**config.mk**
```make
export PLATFORM = sky130hd
export DESIGN_NAME = fb_line_reader
export DESIGN_NICKNAME = d
export VERILOG_FILES = /design/src/rtl/fb_line_reader.sv
export SDC_FILE = /design/constraint.sdc
export NUM_CORES = 1
export LEC_CHECK = 0
export BUFFER_PORTS_ARGS = -buffer_cell sky130_fd_sc_hd__buf_2
export CORE_UTILIZATION = 57
export CTS_CLUSTER_SIZE = 12
export DETAILED_ROUTE_END_ITERATION = 8
export PLACE_DENSITY = 0.9
export RECOVER_POWER = 25
export SLEW_MARGIN = 15
export SYNTH_ARGS = -nofsm -noshare
export SYNTH_HDL_FRONTEND = slang
export SYNTH_SLANG_ARGS = --single-unit
```
**constraint.sdc**
```tcl
create_clock -name clk -period 2.4 [get_ports clk]
set_input_delay 0.48 -clock clk [delete_from_list [all_inputs] [get_ports clk]]
set_output_delay 0.48 -clock clk [all_outputs]
set_load 0.03 [all_outputs]
```
**src/rtl/fb_line_reader.sv**
```systemverilog
// Framebuffer row fetcher: streams one framebuffer row per FB_SCALE display lines into a linebuffer.
// Optional macro FB_LINE_READER_STATS_EN enables the saturating overrun counter.
module fb_line_reader #(
  parameter int unsigned ADDRW     = 16,
  parameter int unsigned DATAW     = 4,
  parameter int unsigned FB_WIDTH  = 320,
  parameter int unsigned FB_HEIGHT = 180,
  parameter int unsigned FB_SCALE  = 2,
  parameter int unsigned RD_LAT    = 1
) (
  input  logic             clk,
  input  logic             rst_n,
  input  logic             frame,
  input  logic             line,
  input  logic             line0,
  output logic [ADDRW-1:0] fb_addr,
  output logic             fb_re,
  input  logic [DATAW-1:0] fb_data,
  output logic             lb_valid,
  output logic [DATAW-1:0] lb_data,
  output logic             busy,
  output logic             overrun,
  output logic [15:0]      overrun_cnt
);

  localparam int unsigned COLW = (FB_WIDTH > 1) ? $clog2(FB_WIDTH) : 1;
  localparam int unsigned ROWW = (FB_HEIGHT > 1) ? $clog2(FB_HEIGHT) : 1;
  localparam int unsigned SCW  = 6;
  localparam int unsigned DRW  = 2;

  typedef enum logic [1:0] {IDLE, WAIT, READ, DRAIN} state_e;

  state_e           state_q, state_d;
  logic [ADDRW-1:0] fb_addr_q, fb_addr_d;
  logic [ADDRW-1:0] base_q, base_d;
  logic             fb_re_q, fb_re_d;
  logic [COLW-1:0]  col_q, col_d;
  logic [ROWW-1:0]  row_q, row_d;
  logic [SCW-1:0]   scale_q, scale_d;
  logic [DRW-1:0]   drain_q, drain_d;
  logic             busy_q, busy_d;
  logic             overrun_q, overrun_d;
  logic [RD_LAT:0]  re_pipe_q;
  logic [DATAW-1:0] lb_data_q;
  logic             adv;

  // State and fetch-counter registers
  always_ff @(posedge clk or negedge rst_n) begin
    if (!rst_n) begin
      state_q   <= IDLE;
      fb_addr_q <= '0;
      base_q    <= '0;
      fb_re_q   <= 1'b0;
      col_q     <= '0;
      row_q     <= '0;
      scale_q   <= '0;
      drain_q   <= '0;
      busy_q    <= 1'b0;
      overrun_q <= 1'b0;
    end else begin
      state_q   <= state_d;
      fb_addr_q <= fb_addr_d;
      base_q    <= base_d;
      fb_re_q   <= fb_re_d;
      col_q     <= col_d;
      row_q     <= row_d;
      scale_q   <= scale_d;
      drain_q   <= drain_d;
      busy_q    <= busy_d;
      overrun_q <= overrun_d;
    end
  end

  // Next-state logic; a line pulse outside IDLE always advances the scale/row position
  always_comb begin
    state_d   = state_q;
    fb_addr_d = fb_addr_q;
    base_d    = base_q;
    fb_re_d   = 1'b0;
    col_d     = col_q;
    row_d     = row_q;
    scale_d   = scale_q;
    drain_d   = drain_q;
    overrun_d = 1'b0;
    adv       = 1'b0;

    if (frame) begin
      state_d = IDLE;
    end else if (line0) begin
      state_d   = READ;
      fb_addr_d = '0;
      base_d    = '0;
      col_d     = '0;
      row_d     = '0;
      scale_d   = '0;
      fb_re_d   = 1'b1;
    end else begin
      case (state_q)
        READ: begin
          if (line) begin
            overrun_d = 1'b1;
            adv       = 1'b1;
          end else begin
            fb_addr_d = fb_addr_q + ADDRW'(1);
            col_d     = col_q + COLW'(1);
            if (col_q == COLW'(FB_WIDTH - 1)) begin
              state_d = DRAIN;
              drain_d = '0;
            end else begin
              fb_re_d = 1'b1;
            end
          end
        end
        DRAIN: begin
          if (line) begin
            overrun_d = 1'b1;
            adv       = 1'b1;
          end else if (drain_q == DRW'(RD_LAT - 1)) begin
            state_d = WAIT;
          end else begin
            drain_d = drain_q + DRW'(1);
          end
        end
        WAIT: begin
          adv = line;
        end
        default: ;
      endcase

      // Re-align to the next row start so truncated rows never shift the image
      if (adv) begin
        fb_addr_d = base_q + ADDRW'(FB_WIDTH);
        fb_re_d   = 1'b0;
        if (row_q == ROWW'(FB_HEIGHT - 1) && scale_q == SCW'(FB_SCALE - 1)) begin
          state_d = IDLE;
        end else if (scale_q == SCW'(FB_SCALE - 1)) begin
          scale_d = '0;
          row_d   = row_q + ROWW'(1);
          base_d  = base_q + ADDRW'(FB_WIDTH);
          col_d   = '0;
          state_d = READ;
          fb_re_d = 1'b1;
        end else begin
          scale_d = scale_q + SCW'(1);
          state_d = WAIT;
        end
      end
    end

    busy_d = (state_d != IDLE);
  end

  // Read-return pipeline; frame discards anything still in flight
  always_ff @(posedge clk or negedge rst_n) begin
    if (!rst_n) begin
      re_pipe_q <= '0;
      lb_data_q <= '0;
    end else begin
      if (frame) begin
        re_pipe_q <= '0;
      end else begin
        re_pipe_q <= {re_pipe_q[RD_LAT-1:0], fb_re_q};
      end
      if (re_pipe_q[RD_LAT-1]) begin
        lb_data_q <= fb_data;
      end
    end
  end

`ifdef FB_LINE_READER_STATS_EN
  logic [15:0] ovr_cnt_q;

  always_ff @(posedge clk or negedge rst_n) begin
    if (!rst_n) begin
      ovr_cnt_q <= '0;
    end else if (overrun_q && ovr_cnt_q != 16'hFFFF) begin
      ovr_cnt_q <= ovr_cnt_q + 16'd1;
    end
  end

  assign overrun_cnt = ovr_cnt_q;
`else
  assign overrun_cnt = 16'h0;
`endif

  assign fb_addr  = fb_addr_q;
  assign fb_re    = fb_re_q;
  assign lb_valid = re_pipe_q[RD_LAT];
  assign lb_data  = lb_data_q;
  assign busy     = busy_q;
  assign overrun  = overrun_q;

endmodule

```
==> summary.txt, run 1 <==
Global routing
  • Antenna violations before repair: 0
  • First-pass GRT wire length: 13000 um
  • GRT met2 Usage: 43.5%
  • Busiest grt layer: met2
  • Global-route track usage on met1: 33.1%
  • Largest net degree at the start of global routing: 44
  • Global route overflow: 0
  • Vias in the first global route: 2819
  • Met3 usage: 5.11%
  • GRT Total Usage: 26.6%

Placement
  • Placer Congestion: 0.898
  • # port buffers: 32
  • Post-DP HPWL: 5520 um
  • Place WS: 0.176 ns
  • Placed inst area: 0.00373 mm2

Setup path
  • Worst path cell trace: inv_1 > ha_1 > nand2b_4 > o41a_1 > or3_1 > buf_4 > nor4_1 > a221o_1
  • Crit path launch type: flip-flop
  • Slowest-stage cell, CP: or3_1
  • Buf/Inv on CP: 2
  • Worst-path fanout max: 9
  • Delay-heaviest family, CP: simple AND/OR/NAND/NOR gates
  • R2r startpoint: scale_q[1]
  • Crit end category: flip-flop
  • Worst Path Required: 2.68 ns
  • CP Class: reg2reg
  • Data arrival time of the worst path: 2.52 ns
  • Reg2Reg Depth: 8
  • Crit-path max cell delay: 0.44 ns
  • R2R Path End: base_q[12]
  • R2r setup slk: 0.16 ns

Timing
  • Final period util: 93.4%
  • Tmin final: 2.24 ns
  • Clock skew: 0.00665 ns
  • Worst-Margin Slew: 1.09 ns
  • Setup Viol. Count Final: 0
  • Setup_tns: 0 ns
  • Max Clk Rate: 446 MHz
  • Setup slack after layout: 0.157 ns
  • Final hold vios: 0
  • Max Slew Vio Count: 0
  • RSZ-0062 raised after global routing: no
  • Worst relative slew slack: 27.6%

Yosys
  • Warnings, synthesis: 0
  • Async SR Flop Fraction: 100%
  • Cell count after synthesis: 379
  • Simple-Gate Fraction of Synth Area: 21.9%
  • Syn Area/Cell: 9.19 um2
  • Adder-cell area share of the yosys netlist: 2.51%
  • Leading post-synthesis cells by cell area: dfrtp_1 45%, nand2_1 4.3%, buf_4 3.9%
  • Post-synth cell types: 53
  • Yosys reg bits: 62
  • Mux contribution to synthesized area: 1.58%
  • Yosys top cell by area: dfrtp_1
  • Yosys top cell area share: 44.5%
  • Synth Area in XOR/XNOR: 5.28%
  • Post-Syn Area: 0.00348 mm2
  • Post-synth EDFFs: 0
  • Seq/Total Area, Yosys: 44.5%
  • Main combinational cell family by area after synthesis: simple AND/OR/NAND/NOR gates
  • Post-synthesis compound-gate area fraction: 16.9%
  • Top_reg_cell synth: dfrtp_1

Pwr
  • Sw frac: 35.3%
  • Psw: 1.15 mW
  • Maximum vdd ir drop: 0.425 mV
  • Power share of the combinational group: 26.1%
  • Sequential Power Share: 43.3%
  • Power Internal: 2.11 mW
  • P_leak: 1.81 nW
  • Clock network fraction of design power: 30.5%
  • PwrDens: 832 mW/mm2

Routing
  • Post-Route WL: 7870 um
  • Vias per cell: 6.05
  • Pre-antenna DRT Iters: 5
  • Average routed wire per standard cell: 15.8 um
  • Final ANT Viol Nets: 0
  • DRC: 0
  • Via count: 3014
  • DR iter-0 viols: 217

Floorplanning
  • Core region area: 0.00592 mm2
  • FP Rows: 28
  • Starting Density: 58.9%
  • Die Y: 80.2 um
  • Top Ports: 49
  • Die ar.: 0.00643 mm2
  • Die width: 80.2 um

Clock tree
  • CTS H-tree lvls: 3
  • CTS tree: yes
  • Num CTS Buffers: 9
  • CTS root buffer: clkbuf_8
  • Max clock buf depth: 2
  • Clock Sinks: 62
  • Clk slew on worst S/H paths: 0.07 ns
  • Clk_lat worst skew: 0.35 ns

Status
  • Status: completed

Cells and area
  • Post-Route Utilization: 66.4%
  • Most frequent cells in the layout: 62 x dfrtp_1, 40 x nand2_1, 34 x nor2_1
  • Commonest non-fill, non-tap cell in the layout: dfrtp_1
  • Antenna diodes: 0
  • Post-layout nets: 434
  • Post-route cell area: 0.00393 mm2
  • Synthesis-to-layout area growth: 12.8%
  • Layout cells sized above 1: 17.0%

Run
  • Maxcap violations: 0

Hold path
  • Hold/Removal Path Class: in2async
[stage by stage]
step / hold WS [ns] / instances / power [mW]
finish: 0.313 / 498 / 3.27
global route: 0.361 / 498 / 3.46
CTS: 0.100 / 498 / 3.28
detailed placement: 0.477 / 482 / 2.27
global placement: 0.463 / 482 / 2.23
floorplan: 0.184 / 394 / 2.04
[power groups by stage]
stage | clock (mW) | combinational (mW) | sequential [mW]
2_1_floorplan | 0 | 0.569 | 1.47
3_3_place_gp | 0 | 0.813 | 1.42
3_5_place_dp | 0 | 0.845 | 1.43
4_1_cts | 1.01 | 0.853 | 1.41
5_1_grt | 1.06 | 0.958 | 1.44
6_report | 0.999 | 0.854 | 1.42
[what timing repair did]
| item | 4_1_cts | 5_1_grt |
|---|---|---|
| buffers inserted | 0 | 0 |
| setup endpoints to repair | 0 | 1 |
| hold buffers | 0 | 0 |
| gates resized for setup | 0 | 1 |
[sequential cells by signal, summed over array words and instances, names as in the netlist]
| register | flops |
|---|---|
| base_q | 10 |
| col_q | 9 |
| drain_q | 2 |
| busy | 1 |
| lb_data | 4 |
| fb_addr | 16 |
| row_q | 8 |
| re_pipe_q | 2 |
| scale_q | 6 |
| fb_re | 1 |
| state_q | 2 |
| overrun | 1 |
[worst max path at each step]
stage,start,end,slack (ns),depth (start not counted)
final,scale_q[1],base_q[12],0.16,8
after CTS,scale_q[1],base_q[12],0.16,8
after floorplan,scale_q[1],base_q[15],0.37,9
after detailed placement,scale_q[1],base_q[12],0.18,8
after global placement,scale_q[1],row_q[7],0.28,7
after global routing,scale_q[1],row_q[3],0.03,7
[final cells by class]
type                            count  area, um2
Clock inverter                      6       86.3
Clock buffer                       10        128
Sequential cell                    62       1550
Timing Repair Buffer               49        279
Inverter                           10       37.5
Fill cell                         454       1990
Multi-Input combinational cell    286       1750
Tap cell                           75       93.8
[metal layers]
metal | up-vias | share of wire (%)
li1 | 1416 | -
met1 | 1434 | 43
met2 | 145 | 48
met3 | 19 | 6.7
met4 | 0 | 2.3
met5 | - | 0
[synthesized netlist by cell type (4+ instances only)]
cell / n
a211oi_1: 4
a21oi_1: 22
a31oi_1: 5
and2_1: 5
and3_1: 8
and4_1: 5
buf_2: 7
buf_4: 18
clkbuf_1: 11
dfrtp_1: 62
ha_1: 7
inv_1: 10
mux2_2: 4
nand2_1: 40
nand3_1: 12
nand4_1: 10
nor2_1: 34
nor2b_1: 4
nor3_1: 7
nor4_1: 5
o211ai_1: 4
o21ai_0: 23
o31ai_1: 5
or4_1: 4
xnor2_1: 7
xor2_1: 14
[cells by family (layout without fill, tap and decap cells)]
logic type / count (synthesis) / in the layout
compound gates: 91 / 91
xor+xnor: 21 / 21
fa+ha+maj: 7 / 7
buf+inv: 46 / 75
flops: 62 / 62
mux: 5 / 5
other cells: 1 / 16
simple gates: 146 / 146
Note: power is estimated with default switching activity, not from simulation.
==> run 2: changes to the inputs <==
- RECOVER_POWER: 25 -> 50
==> run 2 against run 1 <==
Compared with the run above: clock power is essentially flat; combinational power fell by 0.5%; routed wire length decreased by 0.13%; final cell count did not move; setup slack worse by 0.0033 ns; highest routed layer unchanged; non-clock buffer count unchanged.
==> summary.txt, run 2 (synthesis gave the netlist of run 1 again) <==
Status
  • Status: completed

Global routing
  • GRT Total Usage: 26.6%
  • First-pass GRT wire length: 13000 um
  • Global route overflow: 0
  • Antenna violations before repair: 0
  • Largest net degree at the start of global routing: 44
  • Vias in the first global route: 2819

Setup path
  • Worst Path Required: 2.68 ns
  • R2r startpoint: scale_q[1]
  • Crit end category: flip-flop
  • Worst path cell trace: inv_1 > ha_1 > nand2b_4 > o41a_1 > or3_1 > buf_4 > nor4_1 > a221o_1
  • Worst-path fanout max: 9
  • Data arrival time of the worst path: 2.52 ns
  • CP Class: reg2reg
  • Crit path to: base_q[12]
  • R2r setup slk: 0.15 ns
  • Crit path launch type: flip-flop
  • Crit-path max cell delay: 0.44 ns
  • Reg2Reg Depth: 8
  • Slowest-stage cell, CP: or3_1
  • R2R Path End: base_q[12]
  • Launch point of the critical path: scale_q[1]

Timing
  • Setup_tns: 0 ns
  • Setup Viol. Count Final: 0
  • Final hold vios: 0
  • RSZ-0062 raised after global routing: no
  • Setup slack after layout: 0.154 ns
  • Tmin final: 2.25 ns
  • Max Slew Vio Count: 0
  • Clock skew: 0.00662 ns
  • Max Clk Rate: 445 MHz
  • Worst relative slew slack: 27.8%
  • Final period util: 93.6%
  • Worst-Margin Slew: 1.08 ns

Routing
  • Post-Route WL: 7860 um
  • Via count: 3011
  • DR iter-0 viols: 217
  • Pre-antenna DRT Iters: 5
  • Final ANT Viol Nets: 0
  • Vias per cell: 6.05
  • DRC: 0
  • Average routed wire per standard cell: 15.8 um

Floorplanning
  • Core region area: 0.00592 mm2
  • Die ar.: 0.00643 mm2
  • FP Rows: 28
  • Die width: 80.2 um
  • Starting Density: 58.9%
  • Die Y: 80.2 um
  • Top Ports: 49

Cells and area
  • Synthesis-to-layout area growth: 12.5%
  • Layout cells sized above 1: 15.6%
  • Largest register FFs: 16
  • Post-route cell area: 0.00392 mm2
  • Most frequent cells in the layout: 62 x dfrtp_1, 40 x nand2_1, 34 x nor2_1
  • Antenna diodes: 0
  • Commonest non-fill, non-tap cell in the layout: dfrtp_1
  • Post-layout nets: 434

Run
  • Maxcap violations: 0

Clock tree
  • Max clock buf depth: 2
  • Clk_lat worst skew: 0.35 ns
  • Num CTS Buffers: 9
  • Post-CTS setup buffers: 0
  • CTS H-tree lvls: 3
  • CTS tree: yes
  • CTS root buffer: clkbuf_8
  • Clock Sinks: 62
  • Clk slew on worst S/H paths: 0.07 ns

Pwr
  • Maximum vdd ir drop: 0.425 mV
  • Total power: 3.27 mW
  • PwrDens: 833 mW/mm2
  • P_leak: 1.79 nW

Placement
  • Post-DP HPWL: 5520 um
  • # port buffers: 32
  • Placer Congestion: 0.898
  • Placed inst area: 0.00373 mm2
  • Place WS: 0.176 ns

Hold path
  • Hold/Removal Path Class: in2async
[run 2: cell types whose count changed in the layout (fill, tap and decap cells not counted), sizes merged]
cell,previous run,this run
buf,45,39
clkbuf,14,20
[run 2: timing repair]
action                                 4_1_cts  5_1_grt
setup endpoints to repair                    0        1
hold buffers                                 0        0
endpoints found under the hold margin        0        0
resized for setup                            0        1
[run 2: critical path: cells and delay by family (launching register included)]
family          cells  cell delay [ns]
compound gates      2             0.54
fa+ha+maj           1             0.18
buf+inv             2             0.27
flops               1             0.42
simple gates        3             0.76
[run 2: through the flow]
step                      util [%]  hold slack [ns]  std cells
final                         66.2            0.311        498
after floorplan                  -            0.184        394
after CTS                     66.6            0.100        498
after global routing          66.2            0.361        498
after global placement        63.0            0.463        482
after detailed placement      63.0            0.477        482
[run 2: final cells by class]
class / count / area, um2
Inverter: 10 / 37.5
Fill cell: 456 / 2000
Multi-Input combinational cell: 286 / 1750
Timing Repair Buffer: 49 / 269
Clock buffer: 10 / 128
Clock inverter: 6 / 86.3
Sequential cell: 62 / 1550
Tap cell: 75 / 93.8
[run 2: worst min-delay path by stage]
stage | start | endpoint | slack, ns
after CTS | rst_n | fb_addr[15] | 0.1
after global placement | rst_n | fb_addr[15] | 0.46
final | rst_n | fb_addr[15] | 0.31
after detailed placement | rst_n | fb_addr[15] | 0.48
after global routing | fb_data[3] | lb_data[3] | 0.36
after floorplan | rst_n | base_q[10] | 0.18
[run 2: metal layers]
metal  track usage [%]  routed length (um)  vias up
met5                 0                   0        -
met4              14.3                 189        0
met3              5.11                 511       21
met2              43.5                3780      145
met1              33.1                3370     1432
li1                  -                   -     1413
[run 2: power breakdown]
group	leakage (nW)	switching [mW]	internal [mW]
Combinational	0.871	0.537	0.313
Sequential	0.812	0.202	1.21
Clock	0.106	0.416	0.582
==> run 3: changes to the inputs <==
- CORE_UTILIZATION: 57 -> 60
- PLACE_DENSITY: 0.9 -> 0.94
- clock period: 2.4 -> 2.9 ns (I/O delays scaled with it)
==> run 3 against run 2 <==
Compared with the run above: the run now ends with max-capacitance violations, max-slew violations left; non-clock buffer count down 8; clock power down 7.7%; total power down 14%; global-route usage up 1.6 points; setup slack better by 0.26 ns; maximum frequency down 9.8%; count of clock-buffer cells in the layout unchanged; sequential power down 17%; sequential share of layout area up 0.46 points; hold slack better by 0.15 ns; die area down 4.9%; routed wire length up 2.7%.
==> summary.txt, run 3 (synthesis gave the netlist of run 1 again) <==
Status
  • Status: finished, violations left
  • Failing checks: max-capacitance violations, max-slew violations

Global routing
  • GRT Total Usage: 28.2%
  • Largest net degree at the start of global routing: 34
  • Vias in the first global route: 2775
  • First-pass GRT wire length: 13300 um
  • Antenna violations before repair: 0
  • Global route overflow: 0

Routing
  • Post-Route WL: 8070 um
  • Via count: 2986
  • Pre-antenna DRT Iters: 5
  • DR iter-0 viols: 217
  • Final ANT Viol Nets: 0
  • Vias per cell: 6.13
  • DRC: 0
  • Average routed wire per standard cell: 16.6 um

Timing
  • Clock skew: 0.00748 ns
  • Final hold vios: 0
  • Tmin final: 2.49 ns
  • Final period util: 85.9%
  • Worst-case hold slack: 0.461 ns
  • Worst relative slew slack: -7.13%
  • Worst-Margin Slew: 1.61 ns
  • Setup slack after layout: 0.410 ns
  • Setup Viol. Count Final: 0
  • Max Clk Rate: 402 MHz
  • Setup_tns: 0 ns
  • RSZ-0062 raised after global routing: no
  • Max Slew Vio Count: 31

Placement
  • Place WS: 0.347 ns
  • # port buffers: 32
  • Placed Cells: 471
  • Post-DP HPWL: 5380 um
  • Placer Congestion: 0.869

Setup path
  • Worst Path Required: 3.17 ns
  • R2r setup slk: 0.41 ns
  • Data arrival time of the worst path: 2.76 ns
  • CP Class: reg2reg
  • Crit path launch type: flip-flop
  • R2r startpoint: scale_q[1]
  • Reg2Reg Depth: 7
  • Crit end category: flip-flop
  • Worst-path fanout max: 18
  • R2R Path End: base_q[10]

Clock tree
  • Clk slew on worst S/H paths: 0.07 ns
  • CTS H-tree lvls: 3
  • CTS tree: yes
  • Num CTS Buffers: 9
  • PostCTS Resize Cnt: 0
  • Hold-fix buffers, CTS: 0
  • Max clock buf depth: 2
  • CTS root buffer: clkbuf_8
  • Clock Sinks: 62
  • Clk_lat worst skew: 0.35 ns
  • Post-CTS setup buffers: 0

Cells and area
  • Antenna diodes: 0
  • Post-layout nets: 426
  • Largest register FFs: 16
  • Layout cells sized above 1: 14.5%
  • Final instance count without filler cells: 487
  • Commonest non-fill, non-tap cell in the layout: dfrtp_1
  • Layout fillers: 429
  • Synthesis-to-layout area growth: 11.2%
  • Most frequent cells in the layout: 62 x dfrtp_1, 40 x nand2_1, 34 x nor2_1

Floorplanning
  • Die Y: 78.2 um
  • Die width: 78.2 um
  • Die ar.: 0.00612 mm2
  • Starting Density: 62.9%
  • Core region area: 0.00554 mm2
  • Top Ports: 49
  • FP Rows: 27

Pwr
  • P_leak: 1.77 nW
  • Maximum vdd ir drop: 0.376 mV
  • Total power: 2.80 mW
  • PwrDens: 723 mW/mm2

Run
  • Maxcap violations: 1

Hold path
  • Hold Path Stages: 2
  • Hold endpoint: lb_data[0]
  • Hold/Removal Path Class: in2reg
  • Min-delay src: fb_data[0]
run 3: cell types whose count changed in the layout (fill, tap and decap cells not counted), sizes merged:
cell | before | now
inv | 10 | 11
clkbuf | 20 | 18
clkinv | 3 | 2
clkinvlp | 1 | 0
bufinv | 2 | 3
buf | 39 | 33
run 3: area by class of cell:
type	instances	area (um2)	area share [%]
Multi-Input combinational cell	286	1750	45.0
Timing Repair Buffer	41	214	5.52
Inverter	10	37.5	0.969
Clock inverter	6	109	2.81
Clock buffer	10	128	3.29
Tap cell	72	90.1	2.32
Sequential cell	62	1550	40.0
run 3: worst max path at each step:
| stage | startpoint | slack [ns] | endpoint |
|---|---|---|---|
| after floorplan | line0 | 0.83 | base_q[15] |
| after global placement | line | 0.42 | row_q[7] |
| after global routing | row_q[0] | 0.20 | busy |
| after CTS | scale_q[1] | 0.43 | base_q[10] |
| after detailed placement | line | 0.35 | base_q[10] |
| final | scale_q[1] | 0.41 | base_q[10] |
run 3: layer usage:
| layer | global-route usage (%) | vias to the layer above | wire length [um] |
|---|---|---|---|
| li1 | - | 1397 | - |
| met1 | 37.9 | 1428 | 3480 |
| met2 | 44.2 | 139 | 3880 |
| met3 | 6.16 | 22 | 506 |
| met4 | 12.0 | 0 | 200 |
| met5 | 0 | - | 0 |
run 3: critical path, stage by stage (launching register included):
cell,delay [ns]
dfrtp_1,0.42
inv_1,0.07
ha_1,0.19
nand2b_4,0.06
o41a_1,0.36
or3_1,0.63
or4_1,0.58
o211ai_1,0.10
run 3: stage by stage:
stage                     instance area (um2)  util [%]
final                                    3870      69.9
after global routing                     3870      69.9
after CTS                                3900      70.4
after detailed placement                 3660      66.1
after global placement                   3660      66.1
after floorplan                          3540         -
run 3: report_power, final:
| group | total (mW) | switching (mW) | internal [mW] | leakage, nW |
|---|---|---|---|---|
| clock network | 0.922 | 0.351 | 0.571 | 0.121 |
| logic | 0.704 | 0.449 | 0.255 | 0.838 |
| registers | 1.18 | 0.172 | 1.01 | 0.812 |
